**config.mk**
```make
export PLATFORM = sky130hd
export DESIGN_NAME = perf_counter_unit_flat
export DESIGN_NICKNAME = d
export VERILOG_FILES = /design/src/rtl/perf_counter_unit_pkg.sv /design/src/rtl/perf_counter_unit_if.sv /design/src/rtl/perf_sat_counter.sv /design/src/rtl/perf_counter_unit.sv /design/src/flat_wrapper.sv
export SDC_FILE = /design/constraint.sdc
export NUM_CORES = 1
export LEC_CHECK = 0
export ABC_AREA = 1
export CORE_UTILIZATION = 45
export DETAILED_ROUTE_END_ITERATION = 7
export MAX_ROUTING_LAYER = met4
export RECOVER_POWER = 100
export SLEW_MARGIN = 20
export SYNTH_ARGS = -nofsm -noshare
export SYNTH_HDL_FRONTEND = slang
export SYNTH_SLANG_ARGS = --single-unit
```
**constraint.sdc**
```tcl
create_clock -name clk_i -period 31.2 [get_ports clk_i]
set_clock_uncertainty 0.2 [all_clocks]
set_input_delay 7.8 -clock clk_i [delete_from_list [all_inputs] [get_ports clk_i]]
set_output_delay 7.8 -clock clk_i [all_outputs]
set_load 0.05 [all_outputs]
```
**src/rtl/perf_counter_unit_pkg.sv**
```systemverilog
`default_nettype none
// ============================================================================
//  Module   : perf_pkg
//  Brief    : Shared types and helpers for the performance counter unit.
//  Revision : 1.0  initial release
// ============================================================================
package perf_pkg;

    typedef enum logic [1:0] {
        ST_IDLE = 2'd0,
        ST_RUN  = 2'd1,
        ST_DONE = 2'd2
    } state_e;

    // Read index that selects the cycle counter; events follow at 1..N.
    localparam int RD_SEL_CYCLE = 0;

    function automatic int rd_sel_w(input int num_events);
        return (num_events < 1) ? 1 : $clog2(num_events + 1);
    endfunction

endpackage
`default_nettype wire

```
**src/rtl/perf_counter_unit_if.sv**
```systemverilog
`default_nettype none
// ============================================================================
//  Module   : perf_counter_unit_if
//  Brief    : Control, event and readout bundle of the performance counter.
//  Revision : 1.0  initial release
// ============================================================================
interface perf_counter_unit_if #(
    parameter int NUM_EVENTS = 4,
    parameter int CNT_W      = 32
);
    localparam int SEL_W = perf_pkg::rd_sel_w(NUM_EVENTS);

    logic                  start_i;
    logic [NUM_EVENTS-1:0] event_i;
    logic [NUM_EVENTS-1:0] event_en_i;
    logic                  clear_i;
    logic                  snap_i;
    logic [SEL_W-1:0]      rd_sel_i;
    logic [CNT_W-1:0]      rd_data_o;
    logic [CNT_W-1:0]      cycle_o;
    logic [NUM_EVENTS:0]   ovf_o;
    logic                  running_o;
    logic                  done_o;

    modport master (
        output start_i, event_i, event_en_i, clear_i, snap_i, rd_sel_i,
        input  rd_data_o, cycle_o, ovf_o, running_o, done_o
    );

    modport slave (
        input  start_i, event_i, event_en_i, clear_i, snap_i, rd_sel_i,
        output rd_data_o, cycle_o, ovf_o, running_o, done_o
    );

endinterface
`default_nettype wire

```
**src/rtl/perf_sat_counter.sv**
```systemverilog
`default_nettype none
// ============================================================================
//  Module   : perf_sat_counter
//  Brief    : Saturating up-counter with sticky overflow and sync clear.
//  Revision : 1.0  initial release
// ============================================================================
module perf_sat_counter #(
    parameter int CNT_W = 32
) (
    input  logic             clk_i,
    input  logic             rst_i,
    input  logic             clr_i,
    input  logic             inc_i,
    output logic [CNT_W-1:0] cnt_o,
    output logic             ovf_o
);

    localparam logic [CNT_W-1:0] CNT_MAX = '1;
    localparam logic [CNT_W-1:0] CNT_ONE = {{(CNT_W-1){1'b0}}, 1'b1};

    logic [CNT_W-1:0] cnt_q;
    logic [CNT_W-1:0] cnt_d;
    logic             ovf_q;
    logic             ovf_d;

    // Clear wins over increment; an increment at full scale only flags overflow.
    always_comb begin
        cnt_d = cnt_q;
        ovf_d = ovf_q;
        if (clr_i) begin
            cnt_d = '0;
            ovf_d = 1'b0;
        end else if (inc_i) begin
            if (cnt_q == CNT_MAX) begin
                ovf_d = 1'b1;
            end else begin
                cnt_d = cnt_q + CNT_ONE;
            end
        end
    end

    always_ff @(posedge clk_i or posedge rst_i) begin
        if (rst_i) begin
            cnt_q <= '0;
            ovf_q <= 1'b0;
        end else begin
            cnt_q <= cnt_d;
            ovf_q <= ovf_d;
        end
    end

    assign cnt_o = cnt_q;
    assign ovf_o = ovf_q;

endmodule
`default_nettype wire

```
**src/rtl/perf_counter_unit.sv**
```systemverilog
`default_nettype none
// ============================================================================
//  Module   : perf_counter_unit
//  Brief    : Run-cycle and event performance counters with budgeted stop,
//             snapshot shadow bank and registered readout.
//  Revision : 1.0  initial release
// ============================================================================
module perf_counter_unit
    import perf_pkg::*;
#(
    parameter int NUM_EVENTS = 4,
    parameter int CNT_W      = 32,
    parameter int MAX_CYCLES = 64
) (
    input  logic                clk_i,
    input  logic                rst_i,
    perf_counter_unit_if.slave  bus
);

    localparam int NUM_CNT = NUM_EVENTS + 1;
    localparam int SEL_W   = rd_sel_w(NUM_EVENTS);
    localparam logic [CNT_W-1:0] LAST_CYCLE =
        (MAX_CYCLES == 0) ? '0 : CNT_W'(MAX_CYCLES - 1);

    state_e           state_q;
    state_e           state_d;
    logic             running;
    logic [NUM_CNT-1:0] inc_w;
    logic [NUM_CNT-1:0] ovf_w;
    logic [CNT_W-1:0] cnt_w    [NUM_CNT];
    logic [CNT_W-1:0] shadow_q [NUM_CNT];
    logic [CNT_W-1:0] rd_data_q;
    logic [CNT_W-1:0] rd_data_d;
    logic             budget_hit;

    // The counter becomes MAX_CYCLES on this edge, unless a clear zeroes it.
    assign budget_hit = (MAX_CYCLES != 0) && !bus.clear_i
                        && (cnt_w[RD_SEL_CYCLE] == LAST_CYCLE);

    always_comb begin
        state_d = state_q;
        case (state_q)
            ST_IDLE: begin
                if (bus.start_i) begin
                    state_d = ST_RUN;
                end
            end
            ST_RUN: begin
                if (budget_hit) begin
                    state_d = ST_DONE;
                end else if (!bus.start_i) begin
                    state_d = ST_IDLE;
                end
            end
            ST_DONE: begin
                if (bus.clear_i) begin
                    state_d = ST_IDLE;
                end
            end
            default: state_d = ST_IDLE;
        endcase
    end

    always_ff @(posedge clk_i or posedge rst_i) begin
        if (rst_i) begin
            state_q <= ST_IDLE;
        end else begin
            state_q <= state_d;
        end
    end

    assign running = (state_q == ST_RUN);

    generate
        for (genvar gi = 0; gi < NUM_CNT; gi++) begin : g_cnt
            if (gi == RD_SEL_CYCLE) begin : g_cycle
                assign inc_w[gi] = running;
            end else begin : g_event
                assign inc_w[gi] = running & bus.event_i[gi-1] & bus.event_en_i[gi-1];
            end

            perf_sat_counter #(
                .CNT_W (CNT_W)
            ) u_cnt (
                .clk_i (clk_i),
                .rst_i (rst_i),
                .clr_i (bus.clear_i),
                .inc_i (inc_w[gi]),
                .cnt_o (cnt_w[gi]),
                .ovf_o (ovf_w[gi])
            );
        end
    endgenerate

    // Shadow captures pre-edge live values, so a simultaneous clear is not seen.
    always_ff @(posedge clk_i or posedge rst_i) begin
        if (rst_i) begin
            for (int i = 0; i < NUM_CNT; i++) begin
                shadow_q[i] <= '0;
            end
            rd_data_q <= '0;
        end else begin
            if (bus.snap_i) begin
                for (int i = 0; i < NUM_CNT; i++) begin
                    shadow_q[i] <= cnt_w[i];
                end
            end
            rd_data_q <= rd_data_d;
        end
    end

    always_comb begin
        rd_data_d = '0;
        for (int i = 0; i < NUM_CNT; i++) begin
            if (bus.rd_sel_i == SEL_W'(i)) begin
                rd_data_d = shadow_q[i];
            end
        end
    end

    assign bus.rd_data_o = rd_data_q;
    assign bus.cycle_o   = cnt_w[RD_SEL_CYCLE];
    assign bus.ovf_o     = ovf_w;
    assign bus.running_o = running;
    assign bus.done_o    = (state_q == ST_DONE);

endmodule
`default_nettype wire

```
**src/flat_wrapper.sv**
```systemverilog
// flat-port wrapper written by rule: the top's interface ports become plain ports
module perf_counter_unit_flat import perf_pkg::*;
#(
    parameter int NUM_EVENTS = 4,
    parameter int CNT_W      = 32,
    parameter int MAX_CYCLES = 64
)
  (clk_i, rst_i, bus_start_i, bus_event_i, bus_event_en_i, bus_clear_i, bus_snap_i, bus_rd_sel_i, bus_rd_data_o, bus_cycle_o, bus_ovf_o, bus_running_o, bus_done_o);
  perf_counter_unit_if #(.NUM_EVENTS(NUM_EVENTS), .CNT_W(CNT_W)) bus_i ();
  input  logic clk_i;
  input  logic rst_i;
  input wire logic [$bits(bus_i.start_i)-1:0] bus_start_i;
  input wire logic [$bits(bus_i.event_i)-1:0] bus_event_i;
  input wire logic [$bits(bus_i.event_en_i)-1:0] bus_event_en_i;
  input wire logic [$bits(bus_i.clear_i)-1:0] bus_clear_i;
  input wire logic [$bits(bus_i.snap_i)-1:0] bus_snap_i;
  input wire logic [$bits(bus_i.rd_sel_i)-1:0] bus_rd_sel_i;
  output wire logic [$bits(bus_i.rd_data_o)-1:0] bus_rd_data_o;
  output wire logic [$bits(bus_i.cycle_o)-1:0] bus_cycle_o;
  output wire logic [$bits(bus_i.ovf_o)-1:0] bus_ovf_o;
  output wire logic [$bits(bus_i.running_o)-1:0] bus_running_o;
  output wire logic [$bits(bus_i.done_o)-1:0] bus_done_o;
  assign bus_i.start_i = bus_start_i;
  assign bus_i.event_i = bus_event_i;
  assign bus_i.event_en_i = bus_event_en_i;
  assign bus_i.clear_i = bus_clear_i;
  assign bus_i.snap_i = bus_snap_i;
  assign bus_i.rd_sel_i = bus_rd_sel_i;
  assign bus_rd_data_o = bus_i.rd_data_o;
  assign bus_cycle_o = bus_i.cycle_o;
  assign bus_ovf_o = bus_i.ovf_o;
  assign bus_running_o = bus_i.running_o;
  assign bus_done_o = bus_i.done_o;
  perf_counter_unit #(.NUM_EVENTS(NUM_EVENTS), .CNT_W(CNT_W), .MAX_CYCLES(MAX_CYCLES)) u_core (.clk_i(clk_i), .rst_i(rst_i), .bus(bus_i));
endmodule
```
==> out/qor.csv, run 1 <==
stage;metric;value;unit
status;status;finished, violations left;
status;violations;max-capacitance violations, max-slew violations;
global_routing;grt_pass1_wl;92500;microns
die;rows;75;
route;met2_wirelength;27700;microns
place;place_congestion;0.931;
synth;yosysTopAreaCell;dfrtp_1;
final_layout;nNetsFinal;2702;
global_routing;grt_max_degree;171;
setup_path;cp_common_cell;clkbuf_1;
timing;setup_tns;0;ns
synth;synthDistinctLibCells;40;
setup_path;worstSetupPathType;primary input to register;
synth;synth_seq_cells;359;
final_layout;fillers;4210;
flow_run;maxCapViolCount;9;
route;vias_per_cell;5.28;
timing;slew_violations;707;
die;die_area;43800;sq um
synth;yosysMostFrequentCell;nand2_1;
route;drt_pass1_iterations;5;
die;die_height;209;microns
route;top_layer;met4;
synth;syn_area;19300;sq um
global_routing;antenna_found_initial;1;
global_routing;gr-usage-all-layers;28.3;%
setup_path;critPathMaxFanout;135;
setup_path;arrival;17.03;ns
timing;post-route-period-util;54.2;%
timing;max_freq;59.1;MHz
hold_path;hp-class;register to register;
route;wl_met1;26300;microns
setup_path;max_stage_delay;3.58;ns
route;drt_iter0_markers;1305;
synth;synth_top_area_share;46.5;%
cts;cts_hold_buffers;0;
cts;cts_inserted_buffers;42;
timing;final_hold_viol_count;0;
synth;yosys_most_used_dff;dfrtp_1;
synth;synth_edf_count;0;
setup_path;cp_data_required_time;31.31;ns
route;routedWlPerCell;18.1;microns
hold_path;hold_end;u_core.bus.rd_data_o[7];
place;io_buffers;86;
synth;avgSynthCellArea;7.24;sq um
cts;clock_latency;0.57;ns
route;ant_nets;0;
synth;ys_seq_area_share;46.5;%
route;vias;17200;
setup_path;cp_top_family;buffers and inverters;
cts;clk_pin_slew;0.06;ns
setup_path;path_cells;clkbuf_1 > clkbuf_1 > clkbuf_1 > o21ai_0;
timing;worst_pin_slew;5.56;ns
place;dp_hpwl;42600;microns
cts;numClockSinks;359;
global_routing;grt_pass1_vias;16500;
timing;rsz0062_at_grt;no;
synth;ys_top_cells_by_count;848 x nand2_1, 412 x nor2_1, 359 x dfrtp_1, 237 x inv_1, 211 x nand3_1;
hold_path;hold_start;u_core.shadow_q[39];
pwr;p_total;1.09;mW
synth;syn_nets;2692;
timing;min_period;16.92;ns
pwr;p_leak;9.22;nW
setup_path;critPathLaunchType;primary input;
route;wirelength;58900;microns
setup_path;reg2reg_slack;27.09;ns
pwr;power.density;50.5;nW/um^2
timing;slew_headroom;-273;%
synth;ys_warn_count;0;
cts;cts-resized-gates;0;
cts;cts_root_buffer;clkbuf_16;
timing;setup-violations-final;0;
cts;cts_tree;yes;
setup_path;ff2ff_path_depth;10;
setup_path;end_kind;register;
setup_path;r2r_end;u_core.g_cnt[2].u_cnt.cnt_o[3];
pwr;irDropWorstVdd;0.0405;mV
global_routing;gr-total-overflow;0;
route;route.met3.wl;2990;microns
setup_path;r2r-start;u_core.g_cnt[2].u_cnt.cnt_o[0];
route;drc_errors;0;
cts;cts_buffer_depth;3;
die;core_region_area;42100;sq um
hold_path;holdPathStages;2;
cts;cts_max_level;2;
die;io_pins;87;
final_layout;syn_to_final_growth;11.3;%
final_layout;antennaDiodeCount;0;
final_layout;drive_gt1_share;4.68;%
die;initial_core_util;45.9;%
synth;syn_inst;2671;
die;die_w;209;microns
setup_path;worstPathBufferInverterCount;3;
cts;cts_setup_buffers;0;
synth;synthArstFlopShare;100;%
setup_path;slowest_stage;clkbuf_1;
synth;synth_top_cells_by_area;dfrtp_1 46%, nand2_1 16%, nor2_1 8.0%;
==> metrics by stage <==
step / area [sq um] / hold slack [ns] / std cells / worst slack, ns / util [%]
after floorplan: 19300 / 0.243 / 2671 / 13.24 / -
after global placement: 20200 / 0.283 / 3176 / 20.38 / 48.0
after detailed placement: 20200 / 0.291 / 3176 / 20.33 / 48.0
after CTS: 21700 / 0.298 / 3253 / 20.47 / 51.4
after global routing: 21500 / 0.308 / 3253 / 13.34 / 51.1
final: 21500 / 0.296 / 3253 / 14.28 / 51.1
==> cells in the final DEF (no fill, tap or decap), types with 2 or more instances in the layout <==
| master | count |
|---|---|
| a21oi_1 | 112 |
| buf_4 | 3 |
| bufinv_16 | 6 |
| clkbuf_1 | 19 |
| clkbuf_16 | 42 |
| clkbuf_8 | 7 |
| clkdlybuf4s50_1 | 10 |
| clkinv_1 | 2 |
| clkinv_2 | 6 |
| clkinvlp_2 | 3 |
| clkinvlp_4 | 2 |
| dfrtp_1 | 359 |
| dlygate4sd3_1 | 74 |
| ha_1 | 5 |
| inv_1 | 235 |
| inv_2 | 2 |
| inv_6 | 2 |
| mux2_2 | 14 |
| nand2_1 | 852 |
| nand2_2 | 11 |
| nand3_1 | 211 |
| nand3b_1 | 2 |
| nand4_1 | 26 |
| nor2_1 | 412 |
| nor2_2 | 2 |
| nor2_4 | 9 |
| nor3_1 | 2 |
| nor4_1 | 4 |
| o211ai_1 | 3 |
| o21ai_0 | 187 |
| o21bai_1 | 4 |
| o22ai_1 | 32 |
| or2_2 | 10 |
| xnor2_1 | 9 |
| xor2_1 | 24 |
==> worst max path at each step <==
stage,cells after the start,slack [ns],end,startpoint
finish,4,14.28,u_core.shadow_q[159],bus_snap_i
global route,4,13.34,u_core.shadow_q[159],bus_snap_i
CTS,3,20.47,bus_running_o,u_core.state_q[0]
detailed placement,10,20.33,u_core.g_cnt[1].u_cnt.cnt_o[11],bus_clear_i
global placement,10,20.38,u_core.g_cnt[1].u_cnt.cnt_o[11],bus_clear_i
floorplan,1,13.24,u_core.bus.rd_data_o[0],rst_i
==> layer usage <==
layer	global-route usage, %	vias up
li1	-	8453
met1	37.0	8191
met2	45.4	425
met3	4.08	96
met4	8.90	0
met5	-	-
==> sequential cells by signal, indices dropped and copies added (netlist names) <==
name / cells
u_core.bus.rd_data_o: 32
u_core.shadow_q: 160
u_core.g_cnt.u_cnt.ovf_o: 5
u_core.state_q: 2
u_core.g_cnt.u_cnt.cnt_o: 160
==> cells by family after synthesis <==
logic type                 synth area share, %
AOI/OAI and AO/OA                         9.53
buffers and inverters                     8.74
DFF                                       46.5
and+or+nand+nor                           32.6
adders and majority gates                0.324
xor gates and xnor gates                  1.50
muxes                                    0.815
==> cell type report <==
class                   instances  area [sq um]  area share [%]
repair buffers                 98           922            4.28
multi-input cells            1938          8580            39.9
flip-flops and latches        359          8980            41.7
clock inverters                18           270            1.26
clock buffers                  59          1180            5.50
inverters                     242           912            4.24
well taps                     539           674            3.13
==> worst reg2reg max path, stage by stage, from the launching register on <==
cell	delay, ns
dfrtp_1	0.46
ha_1	0.30
nand2_2	0.10
nor2_4	0.19
nand2_4	0.11
nor2_4	0.20
nand3_2	0.10
nand2_2	0.11
clkbuf_1	1.51
inv_1	0.42
o21ai_0	0.32
==> power breakdown <==
part	total [mW]	switching [mW]	leakage (nW)	internal (mW)
Clock	0.520	0.203	0.710	0.316
Sequential	0.492	0.0117	4.87	0.480
Combinational	0.0762	0.0582	3.64	0.0180
No activity file was read; power rests on OpenSTA's default activity.
==> inputs of run 2 (changes only) <==
clock period = 15.6 ns   (was 31.2 ns; I/O delays follow)
==> out/qor.csv, run 2 (same netlist as run 1, synthesis figures left out) <==
stage;metric;value;unit
timing;worst_slack;5.15;ns
cts;numClockSinks;359;
timing;post-route-period-util;67.0;%
die;rows;75;
global_routing;grt_max_degree;165;
global_routing;gr-usage-all-layers;28.4;%
die;die_w;209;microns
global_routing;grt_pass1_vias;16500;
pwr;p_leak;9.22;nW
route;drc_errors;0;
global_routing;grtUsageMet2;44.7;%
timing;slew_violations;569;
setup_path;end_kind;register;
setup_path;critPathMaxFanout;53;
pwr;power.density;101;nW/um^2
route;ant_nets;0;
timing;min_period;10.45;ns
global_routing;grt_pass1_wl;93000;microns
final_layout;syn_to_final_growth;11.3;%
setup_path;critPathLaunchType;primary input;
status;violations;max-capacitance violations, max-slew violations;
global_routing;grt_use_met1;38.6;%
final_layout;drive_gt1_share;4.65;%
setup_path;cp_data_required_time;15.89;ns
place;io_buffers;86;
place;post-place-cells;3175;
die;io_pins;87;
status;status;finished, violations left;
setup_path;path_cells;buf_2 > clkbuf_1 > clkinvlp_2 > clkbuf_1 > nand3_1 > nand2_1 > inv_1 > nand3_1 > nand2_1;
cts;cts_max_level;2;
final_layout;nNetsFinal;2701;
flow_run;maxCapViolCount;8;
setup_path;arrival;10.74;ns
cts;cts_tree;yes;
cts;cts_buffer_depth;3;
pwr;irDropWorstVdd;0.0834;mV
place;dp_slack;8.66;ns
cts;cts_root_buffer;clkbuf_16;
setup_path;max_stage_delay;2.07;ns
global_routing;grt_use_met3;4.03;%
hold_path;hp-class;register to register;
die;die_height;209;microns
cts;cts_hold_buffers;0;
timing;max_freq;95.7;MHz
final_layout;fin_cells;3252;
cts;clk_pin_slew;0.06;ns
cts;cts_setup_buffers;0;
timing;setup-violations-final;0;
timing;rsz0062_at_grt;no;
timing;slew_headroom;-284;%
route;wirelength;59300;microns
die;core_region_area;42100;sq um
die;die_area;43800;sq um
cts;cts_inserted_buffers;42;
route;drt_iter0_markers;1431;
final_layout;mostFrequentLayoutCells;852 x nand2_1, 412 x nor2_1, 359 x dfrtp_1;
route;vias_per_cell;5.30;
route;routedWlPerCell;18.2;microns
setup_path;slowest_stage;clkinvlp_2;
cts;cts-resized-gates;0;
timing;setup_tns;0;ns
timing;hold_slack;0.291;ns
global_routing;gr-total-overflow;0;
place;dp_hpwl;42800;microns
timing;worst_pin_slew;5.76;ns
setup_path;worstSetupPathType;primary input to register;
cts;clock_latency;0.57;ns
final_layout;fillers;4203;
global_routing;busiest_layer;met2;
timing;final_hold_viol_count;0;
final_layout;final_common_cell;nand2_1;
pwr;p_total;2.17;mW
route;vias;17200;
die;initial_core_util;45.9;%
route;drt_pass1_iterations;6;
setup_path;reg2reg_slack;11.80;ns
global_routing;antenna_found_initial;2;
place;place_congestion;0.925;
==> run 2: area by class of cell <==
cell class / instances / area, sq um / area share, %
inverters: 242 / 916 / 4.26
well taps: 539 / 674 / 3.13
flip-flops and latches: 359 / 8980 / 41.8
multi-input cells: 1938 / 8580 / 39.9
diodes: 1 / 2.50 / 0.0116
repair buffers: 97 / 926 / 4.30
clock inverters: 14 / 191 / 0.890
clock buffers: 62 / 1240 / 5.76
==> run 2: critical path: cells and delay by family <==
family,cells,cell delay [ns]
buffers and inverters,5,5.30
and+or+nand+nor,4,1.47
==> run 2: per-layer routing <==
layer	routed length (microns)	vias up
met5	0	-
li1	-	8472
met1	27000	8217
met4	1480	0
met3	3320	76
met2	27500	467
==> run 2: final timing paths <==
kind | from | to | cells past startpoint
max | bus_clear_i | u_core.g_cnt[3].u_cnt.cnt_o[16] | 9
min | u_core.shadow_q[44] | u_core.bus.rd_data_o[12] | 2
max reg2reg | u_core.state_q[0] | u_core.g_cnt[1].u_cnt.cnt_o[10] | 8
min reg2reg | u_core.shadow_q[44] | u_core.bus.rd_data_o[12] | 2
max in group asynchronous | rst_i | u_core.shadow_q[93] | 3
min in group asynchronous | rst_i | u_core.g_cnt[1].u_cnt.ovf_o | 2
==> run 2: through the flow <==
stage	utilization, %	cell area [sq um]
detailed placement	47.9	20200
global placement	47.9	20200
finish	51.1	21500
CTS	51.3	21600
global route	51.0	21500
floorplan	-	19300
==> run 2: power by group <==
group,switching (mW),internal (mW)
clock network,0.410,0.619
logic,0.117,0.0352
registers,0.0247,0.960
==> inputs of run 3 (changes only) <==
clock period = 10.9 ns   (was 15.6 ns; I/O delays follow)
==> out/qor.csv, run 3 (same netlist as run 1, synthesis figures left out) <==
stage;metric;value;unit
die;rows;75;
final_layout;fin_cells;3250;
cts;cts_tree;yes;
route;drt_pass1_iterations;5;
timing;post-route-period-util;70.1;%
setup_path;critPathLaunchType;primary input;
place;place_congestion;0.953;
timing;rsz0062_at_grt;no;
setup_path;slowest_stage;clkbuf_1;
final_layout;final_common_cell;nand2_1;
flow_run;maxCapViolCount;5;
final_layout;fillers;4253;
die;initial_core_util;45.9;%
final_layout;nNetsFinal;2702;
global_routing;grt_pass1_vias;16700;
global_routing;grt_max_degree;164;
route;ant_nets;0;
final_layout;syn_to_final_growth;11.2;%
route;drt_iter0_markers;1387;
place;post-place-cells;3176;
route;wirelength;58700;microns
die;core_region_area;42100;sq um
cts;numClockSinks;359;
pwr;power.density;143;nW/um^2
route;vias;17200;
status;status;finished, violations left;
setup_path;critPathMaxFanout;60;
setup_path;cp_data_required_time;11.16;ns
route;top_layer;met4;
cts;cts_setup_buffers;0;
final_layout;mostFrequentLayoutCells;850 x nand2_1, 412 x nor2_1, 359 x dfrtp_1;
route;vias_per_cell;5.28;
die;die_w;209;microns
route;route.met3.wl;2620;microns
die;die_area;43800;sq um
die;io_pins;87;
global_routing;grt_pass1_wl;93500;microns
cts;cts_inserted_buffers;42;
timing;slew_violations;474;
timing;setup-violations-final;0;
timing;max_freq;131;MHz
cts;clock_latency;0.58;ns
hold_path;hp-class;register to register;
timing;min_period;7.64;ns
route;routedWlPerCell;18.1;microns
final_layout;drive_gt1_share;4.83;%
setup_path;worstSetupPathType;primary input to register;
cts;cts_hold_buffers;0;
pwr;p_leak;9.22;nW
status;violations;max-capacitance violations, max-slew violations;
cts;cts_max_level;2;
timing;worst_pin_slew;4.45;ns
pwr;irDropWorstVdd;0.140;mV
global_routing;gr-usage-all-layers;28.4;%
route;met2_wirelength;27800;microns
route;wl_met1;26700;microns
cts;clk_pin_slew;0.06;ns
cts;cts_buffer_depth;3;
setup_path;arrival;7.90;ns
die;die_height;209;microns
place;dp_hpwl;42500;microns
setup_path;end_kind;register;
global_routing;gr-total-overflow;0;
timing;setup_tns;0;ns
setup_path;max_stage_delay;2.16;ns
final_layout;antennaDiodeCount;0;
route;drc_errors;0;
place;io_buffers;86;
timing;slew_headroom;-197;%
global_routing;antenna_found_initial;1;
timing;final_hold_viol_count;0;
cts;cts-resized-gates;0;
setup_path;path_cells;buf_2 > clkinvlp_2 > clkbuf_1 > o21ai_0 > nand2_2 > inv_1 > nand3_1 > nand2_1;
cts;cts_root_buffer;clkbuf_16;
## run 3: cell type report
type / instances / area (sq um) / area share, %
Clock buffer: 61 / 1230 / 5.74
Sequential cell: 359 / 8980 / 41.8
Multi-Input combinational cell: 1938 / 8580 / 39.9
Inverter: 242 / 916 / 4.26
Timing Repair Buffer: 98 / 926 / 4.31
Tap cell: 539 / 674 / 3.14
Clock inverter: 13 / 171 / 0.798
## run 3: final timing paths
path	endpoint	from	slack, ns	cells after the start
worst max-delay path	u_core.g_cnt[3].u_cnt.cnt_o[16]	bus_clear_i	3.26	8
worst min-delay path	u_core.bus.rd_data_o[31]	u_core.shadow_q[31]	0.29	2
worst max register to register	u_core.g_cnt[1].u_cnt.cnt_o[9]	u_core.state_q[0]	7.58	8
worst min register to register	u_core.bus.rd_data_o[31]	u_core.shadow_q[31]	0.29	2
max in group asynchronous	u_core.shadow_q[20]	rst_i	3.74	4
min in group asynchronous	u_core.shadow_q[96]	rst_i	3.96	3
## run 3: report_power, final
group / total [mW] / internal [mW] / switching, mW
clock: 1.44 / 0.858 / 0.583
sequential: 1.41 / 1.37 / 0.0335
combinational: 0.217 / 0.0493 / 0.168
## run 3: critical path: cells and delay by family
| family | cells | cell delay (ns) |
|---|---|---|
| buffers and inverters | 4 | 3.67 |
| and+or+nand+nor | 3 | 0.94 |
| AOI/OAI and AO/OA | 1 | 0.45 |
## run 3: per-layer routing
metal	GRT usage, %	vias to the layer above
met1	37.9	8190
met2	45.5	416
met4	9.08	0
li1	-	8450
met5	-	-
met3	3.19	99
## run 3: through the flow
step	area (sq um)	total power, mW	worst slack, ns	utilization (%)	hold slack, ns
floorplan	19300	1.59	3.16	-	0.243
global placement	20200	1.65	5.01	48.0	0.286
detailed placement	20200	1.66	4.94	48.0	0.285
CTS	21600	3.11	5.24	51.3	0.296
global route	21500	3.17	2.80	51.0	0.316
finish	21500	3.07	3.26	51.0	0.294
